===== src/rtl/seq_pattern_pkg.sv =====
// seq_pattern_pkg: FSM states and constants for the serial pattern transmitter
package seq_pattern_pkg;
  typedef enum logic [1:0] {IDLE, SHIFT, GAP, DONE} state_t;
  localparam logic [3:0] DEFAULT_PATTERN = 4'b1001;
  localparam logic [7:0] LFSR_SEED = 8'hA5;
  localparam logic [7:0] LFSR_TAPS = 8'b1011_1000;
endpackage


===== src/rtl/seq_lfsr8.sv =====
// seq_lfsr8: 8-bit Fibonacci LFSR (x^8+x^6+x^5+x^4+1) that advances while en is high
module seq_lfsr8
  import seq_pattern_pkg::*;
(
  input  logic clk,
  input  logic rstn,
  input  logic en,
  output logic q
);
  logic [7:0] r;
  always_ff @(posedge clk or negedge rstn)
    if (!rstn) r <= LFSR_SEED;
    else if (en) r <= {r[6:0], ^(r & LFSR_TAPS)};
  assign q = r[7];
endmodule


===== src/rtl/seq_pattern_tx.sv =====
// seq_pattern_tx: MSB-first serial pattern burst transmitter; SEQ_TX_LFSR_FILL_EN fills gaps with LFSR noise
module seq_pattern_tx
  import seq_pattern_pkg::*;
#(
  parameter int PAT_W = 4,
  parameter int CNT_W = 8,
  parameter int GAP_W = 4
) (
  input  logic             clk,
  input  logic             rstn,
  input  logic             start,
  input  logic [PAT_W-1:0] pattern,
  input  logic [CNT_W-1:0] reps,
  input  logic [GAP_W-1:0] gap,
  output logic             out,
  output logic             out_vld,
  output logic             frame_sop,
  output logic             busy,
  output logic             done
);
  localparam int IDX_W = $clog2(PAT_W);
  localparam logic [IDX_W-1:0] LAST = IDX_W'(PAT_W - 1);
  state_t state, state_n;
  logic [PAT_W-1:0] pat_q, sh, sh_n;
  logic [IDX_W-1:0] idx, idx_n;
  logic [CNT_W-1:0] frm, frm_n;
  logic [GAP_W-1:0] gap_q, gcnt, gcnt_n;
  logic out_d, vld_d, sop_d, busy_d, done_d, fill;
`ifdef SEQ_TX_LFSR_FILL_EN
  localparam bit FILL = 1'b1;
  seq_lfsr8 u_lfsr (.clk(clk), .rstn(rstn), .en(state_n == GAP), .q(fill));
`else
  localparam bit FILL = 1'b0;
  assign fill = 1'b0;
`endif
  always_ff @(posedge clk or negedge rstn)
    if (!rstn) begin
      state <= IDLE;
      {pat_q, sh, idx, frm, gap_q, gcnt} <= '0;
      {out, out_vld, frame_sop, busy, done} <= '0;
    end else begin
      state <= state_n;
      {sh, idx, frm, gcnt} <= {sh_n, idx_n, frm_n, gcnt_n};
      {out, out_vld, frame_sop, busy, done} <= {out_d, vld_d, sop_d, busy_d, done_d};
      if (state == IDLE && start) {pat_q, gap_q} <= {pattern, gap};
    end
  // datapath registers already hold the next frame when leaving SHIFT, so GAP only counts
  always_comb begin
    state_n = state;
    sh_n = sh;
    idx_n = idx;
    frm_n = frm;
    gcnt_n = gcnt;
    case (state)
      IDLE: if (start) begin
        state_n = reps == '0 ? DONE : SHIFT;
        sh_n = pattern;
        idx_n = LAST;
        frm_n = reps;
      end
      SHIFT: begin
        sh_n = sh << 1;
        idx_n = idx - 1'b1;
        if (idx == '0) begin
          frm_n = frm - 1'b1;
          state_n = frm == CNT_W'(1) ? DONE : gap_q == '0 ? SHIFT : GAP;
          sh_n = pat_q;
          idx_n = LAST;
          gcnt_n = gap_q;
        end
      end
      GAP: begin
        gcnt_n = gcnt - 1'b1;
        state_n = gcnt == GAP_W'(1) ? SHIFT : GAP;
      end
      default: state_n = IDLE;
    endcase
  end
  always_comb begin
    out_d = state_n == SHIFT ? sh_n[PAT_W-1] : (state_n == GAP) && fill;
    vld_d = state_n == SHIFT || (FILL && state_n == GAP);
    sop_d = state_n == SHIFT && idx_n == LAST;
    busy_d = state_n == SHIFT || state_n == GAP;
    done_d = state_n == DONE;
  end
endmodule


===== config.mk =====
export PLATFORM = sky130hd
export DESIGN_NAME = seq_pattern_tx
export DESIGN_NICKNAME = d
export VERILOG_FILES = /design/src/rtl/seq_pattern_pkg.sv /design/src/rtl/seq_lfsr8.sv /design/src/rtl/seq_pattern_tx.sv
export SDC_FILE = /design/constraint.sdc
export NUM_CORES = 1
export LEC_CHECK = 0
export BUFFER_PORTS_ARGS = -buffer_cell sky130_fd_sc_hd__clkbuf_2
export CAP_MARGIN = 20
export CORE_AREA = 2 2 58 60
export DETAILED_ROUTE_END_ITERATION = 12
export DIE_AREA = 0 0 60 62
export PLACE_DENSITY = 0.77
export SYNTH_ARGS = -nofsm -noshare
export SYNTH_HDL_FRONTEND = slang
export SYNTH_SLANG_ARGS = --single-unit

===== constraint.sdc =====
create_clock -name clk -period 2.5 [get_ports clk]
set_input_delay 0.125 -clock clk [delete_from_list [all_inputs] [get_ports clk]]
set_output_delay 0.125 -clock clk [all_outputs]
set_load 0.01 [all_outputs]

Word-level counts from Yosys, hierarchy flattened

Cells that the tools add are included.

Register bits: 33

Muxes and demuxes: 19
Equal/unequal tests: 10
Add/sub/neg operators: 3
Reductions and logical operators: 12

Operators by type and width:

| cell                | count |
|---|---|
| $mux 2              | 8 |
| $mux 8              | 2 |
| $pmux 4 s2          | 2 |
| $pmux 8 s2          | 1 |
| $mux 4              | 3 |
| $eq 2x2->1 const B  | 4 |
| $eq 8x1->1 const B  | 1 |
| $logic_not 8->1     | 1 |
| $sub 8x1->8 const B | 1 |
| $pmux 2 s3          | 1 |
| $eq 2x1->1 const B  | 2 |
| $eq 4x1->1 const B  | 1 |
| $logic_not 2->1     | 2 |
| $logic_not 4->1     | 1 |
| $ne 2x2->1 const B  | 2 |
| $pmux 2 s2          | 1 |
| $reduce_and 2->1    | 2 |
| $reduce_bool 2->1   | 2 |
| $sub 4x1->4 const B | 1 |
| $reduce_and 3->1    | 1 |
| $logic_and 1x1->1   | 2 |
| $sub 2x1->2 const B | 1 |
| $logic_or 1x1->1    | 1 |
| $mux 1              | 1 |

Longest topological paths before layout

Depth in word-level cells: 7
Depth in mapped cells: 8
Gate-level depth less buffers: 7

Least setup slack after synthesis

Ideal clock, no wire load.

Path kind: reg2reg
Start point: register frm[3]
End point: register frame_sop
Data arrival time: 1.510 ns
Clock period less this slack: 1.630 ns
Buffers on the path: 1
Path slack: 0.870 ns
Stages on the path, launching flop included: 8
Cells stage by stage: dfrtp_1 -> buf_6 -> nor4_4 -> and4b_1 -> o211ai_2 -> o21a_1 -> ha_1 -> and3_1

Cells in the longest elaborated chain, start to end: 6

RTL lines:

| element                  | line                 | source |
|---|---|---|
| start: declaration       | seq_pattern_tx.sv:26 | `logic [CNT_W-1:0] frm, frm_n;` |
| start signal: assignment | seq_pattern_tx.sv:43 | `{sh, idx, frm, gcnt} <= {sh_n, idx_n, frm_n, gcnt_n};` |
| $eq 8x1->1               | seq_pattern_tx.sv:66 | `state_n = frm == CNT_W'(1) ? DONE : gap_q == '0 ? SHIFT : GAP;` |
| $mux 2                   | seq_pattern_tx.sv:66 |  |
| $mux 2                   | seq_pattern_tx.sv:64 | `if (idx == '0) begin` |
| $pmux 2 s3               | seq_pattern_tx.sv:54 | `case (state)` |
| $eq 2x1->1               | -                    |  |
| named net vld_d          | seq_pattern_tx.sv:28 | `logic out_d, vld_d, sop_d, busy_d, done_d, fill;` |
| $logic_and 1x1->1        | seq_pattern_tx.sv:82 | `sop_d = state_n == SHIFT && idx_n == LAST;` |
| named net sop_d          | seq_pattern_tx.sv:28 |  |
| end signal: assignment   | seq_pattern_tx.sv:44 | `{out, out_vld, frame_sop, busy, done} <= {out_d, vld_d, sop_d, busy_d, done_d};` |
| end: declaration         | seq_pattern_tx.sv:17 | `output logic frame_sop,` |

The timed path passes the listed nets, and every way through them passes these cells.
A chain may end at the register's enable or synchronous reset.

Worst setup path in the final report

Start point: register state[0]
End point: register frame_sop

Cells in the longest elaborated chain, start to end: 4
Elaborated cells on any way between the ends: 10
Classes of those cells: eq/ne: 4; mux: 4; reduce/logical: 2

RTL lines:

| element                                  | line                 | source |
|---|---|---|
| start: declaration                       | seq_pattern_tx.sv:23 | `state_t state, state_n;` |
| start signal: assignment                 | seq_pattern_tx.sv:42 | `state <= state_n;` |
| $eq 2x2->1, or another cell as far along | seq_pattern_tx.sv:54 |  |
| $pmux 2 s3 *                             | seq_pattern_tx.sv:54 |  |
| named net state_n[0]                     | seq_pattern_tx.sv:23 |  |
| $eq 2x1->1 *                             | -                    |  |
| named net vld_d                          | seq_pattern_tx.sv:28 |  |
| $logic_and 1x1->1 *                      | seq_pattern_tx.sv:82 |  |
| named net sop_d                          | seq_pattern_tx.sv:28 |  |

Mark *: on every way through the listed nets, which the timed path passes. The rest lies on a longest branch.

==> results_dict.tcl <==
set metrics [dict create \
    status "finished clean" \
    syn_nets 203 \
    numCtsBuffers 5 \
    crit_chain "and2b_1 > o21ai_0 > o21ai_0 > ha_1 > and3_1" \
    rsz0062_at_grt "no" \
    setup_slack_ns 0.532 \
    pre_cts_ws_ns 0.557 \
    cp_common_cell "o21ai_0" \
    hold_viol_final 0 \
    htree_levels 2 \
    p_seq_share_pct 42.8 \
    drt_iter0_drc 168 \
    async_reset_ff_share_pct 100 \
    place_hpwl_um 2850 \
    clk_pin_slew_ns 0.10 \
    cts_hold_buf 1 \
    layout_worst_path_cycle_share_pct 78.7 \
    ys_seq_elements 33 \
    portBuffers 23 \
    synthCells 177 \
    die_w_um 60 \
    end_kind "flip-flop" \
    intPower_w 0.00141 \
    reg2reg_from "state[0]$_DFF_PN0_" \
    ys_top_cells_by_area "dfrtp_1 46%, mux2_2 5.0%, ha_1 4.8%" \
    via_per_inst 5.88 \
    synth_flop_cell "dfrtp_1" \
    die_area_um2 3720 \
    yosysWarningCount 0 \
    critPathArrivalTime_ns 2.24 \
    leakage_nw 0.877 \
    skew_ns 0.0146 \
    start_util_pct 57.0 \
    root_buffer "clkbuf_4" \
    ys_types 44 \
    hold_ws_ns 0.0225 \
    io_pins 24 \
    syn_area_um2 1810 \
    p_clk_share_pct 11.7 \
    routabilityCongestion 0.976 \
    yosys.area.top_type_share_pct 45.6 \
    start_kind "flip-flop" \
    cts.sinks 33 \
    slew_headroom_pct 46.1 \
    grt_pass1_vias 1414 \
    grt_first_pass_wirelength_um 6150 \
    fin_total_pwr_w 0.00246 \
    drt_wl_total_um 3820 \
    hold_start "gap[2]" \
    final_antenna_net_count 0 \
    vdd_ir_drop_max_uv 553 \
    ff2ff_path_depth 5 \
    rows 21 \
    p_comb_share_pct 45.5 \
    avgSynthCellArea_um2 10.2 \
    first_pass_iters 4 \
    clockBufferDepth 2 \
    final_util_pct 62.9 \
    path_class "reg -> reg" \
    p_sw_w 0.00106 \
    rrSetupSlack_ns 0.53 \
    wl_per_cell_um 15.5 \
    min_period_ns 1.97 \
    synth_edf_count 0 \
    post_cts_buffers 0 \
    crit_buf_inv 0 \
    insertion_delay_ns 0.34 \
    cts-resized-gates 0 \
    drive_gt1_share_pct 24.4 \
    hold-path-endpoint "gap_q[2]$_DFFE_PN0P_" \
    fmax_mhz 508 \
    drcViolationCount 0 \
    swShare_pct 42.9 \
    nets 226 \
    fillCellCount 276 \
    grt_overflow_total 0 \
    crit_family "flip-flops" \
    antenna_found_initial 0 \
    setup_violations 0 \
    worstHoldPathType "in -> reg" \
    hold_depth 2 \
    core_um2 3180 \
    slowest_stage "dfrtp_1" \
    rr_endpoint "frame_sop$_DFF_PN0_" \
    finalSetupTns_ns 0 \
    synth_area_leader_cell "dfrtp_1" \
    path_max_fanout 16 \
    slowest_delay_ns 0.72 \
    vias 1453 \
    crit_required_ns 2.77 \
    area_growth_pct 10.4 \
    grtUsageTotal_pct 22.5 \
    worst_pin_slew_ns 0.808 \
    n_antenna_cell 0 \
    synth_seq_area_share_pct 45.6 \
    tritoncts "done" \
    die_h_um 62 \
    slew_violations 0 \
    grt_max_degree 34 \
    maxCapViolations 0 \
    power.density_nw_per_um2 1230 \
]
area by class of cell:
type / count / area [um^2] / share of cell area (%)
sequential: 33 / 826 / 41.3
clock buffer: 6 / 41.3 / 2.07
timing repair buffer: 26 / 140 / 7.01
tap: 46 / 57.6 / 2.88
clock inverter: 2 / 10.0 / 0.501
inverter: 10 / 37.5 / 1.88
multi-input combinational: 124 / 887 / 44.4
sequential cells by signal, indices dropped and copies added (netlist names):
signal / count
frm: 8
gap_q: 4
gcnt: 4
pat_q: 4
sh: 4
idx: 2
state: 2
busy: 1
done: 1
frame_sop: 1
out: 1
out_vld: 1
per-stage QoR:
stage,cells,cell area [um^2]
global route,247,2000
global placement,238,1940
detailed placement,238,1940
CTS,247,2000
finish,247,2000
floorplan,177,1810
metal layers:
metal | track usage [%] | share of wire (%)
met1 | 26.0 | 43
met2 | 41.0 | 52
met3 | 5.18 | 4.4
met4 | 7.62 | 1.4
met5 | 0 | 0
worst reg2reg max path: cells and delay by family (launching register included):
kind                       cells  cell delay [ns]
and+or+nand+nor                2             0.62
DFF                            1             0.72
adders and majority gates      1             0.25
AOI/OAI and AO/OA              2             0.32
power by group through the flow:
| stage | logic (W) | clock network, W | registers [W] |
|---|---|---|---|
| finish | 0.00112 | 0.000287 | 0.00105 |
| global placement | 0.00108 | 0 | 0.00105 |
| detailed placement | 0.00112 | 0 | 0.00106 |
| global route | 0.00127 | 0.000313 | 0.00110 |
| floorplan | 0.000951 | 0 | 0.000965 |
| CTS | 0.00112 | 0.000294 | 0.00105 |
cell usage in the layout, fill, tap and decap left out, drive strengths merged, types with 2 or more instances in the layout:
cell type / Yosys / final
o21ai: 16 / 16
ha: 7 / 7
nand2: 8 / 8
o22ai: 4 / 4
nor4: 4 / 4
o211ai: 3 / 3
nand3: 2 / 2
a32oi: 2 / 2
nor2b: 4 / 4
clkinv: 1 / 3
dfrtp: 33 / 33
a22oi: 2 / 2
mux2i: 5 / 5
o21a: 3 / 3
a21oi: 17 / 17
o221ai: 2 / 2
o2bb2ai: 3 / 3
nor2: 11 / 11
buf: 9 / 2
mux2: 8 / 8
clkbuf: 1 / 29
nand2b: 4 / 4
nor3: 3 / 3
a221oi: 4 / 4
inv: 9 / 9
and2b: 2 / 2
cell usage after synthesis, drive strengths merged, types with 2 or more instances:
cell type,number
o21a,3
ha,7
a21oi,17
mux2,8
mux2i,5
o211ai,3
o221ai,2
a221oi,4
a22oi,2
nor2,11
nor4,4
nand3,2
nand2b,4
o21ai,16
o22ai,4
inv,9
nor2b,4
dfrtp,33
buf,9
and2b,2
o2bb2ai,3
nor3,3
a32oi,2
nand2,8
how the worst max path moves through the flow:
stage	slack, ns	to	startpoint	cells past startpoint
2_1_floorplan	0.87	frame_sop$_DFF_PN0_	frm[3]$_DFFE_PN0P_	7
3_3_place_gp	0.64	frame_sop$_DFF_PN0_	state[0]$_DFF_PN0_	5
3_5_place_dp	0.56	frame_sop$_DFF_PN0_	state[0]$_DFF_PN0_	5
4_1_cts	0.52	frame_sop$_DFF_PN0_	state[0]$_DFF_PN0_	5
5_1_grt	0.31	frame_sop$_DFF_PN0_	state[0]$_DFF_PN0_	5
6_report	0.53	frame_sop$_DFF_PN0_	state[0]$_DFF_PN0_	5
cells by family (layout without fill, tap and decap cells):
| logic type | Yosys count | after routing | share of synthesized area [%] |
|---|---|---|---|
| buffers and inverters | 20 | 44 | 5.45 |
| AND/OR/NAND/NOR | 44 | 44 | 14.8 |
| multiplexers | 13 | 13 | 7.74 |
| flip-flops | 33 | 33 | 45.6 |
| AO/OA/AOI/OAI | 59 | 59 | 21.1 |
| adder cells (fa/ha/maj) | 7 | 7 | 4.83 |
| XOR/XNOR | 1 | 1 | 0.484 |
Power figures use the tool's default switching activity.
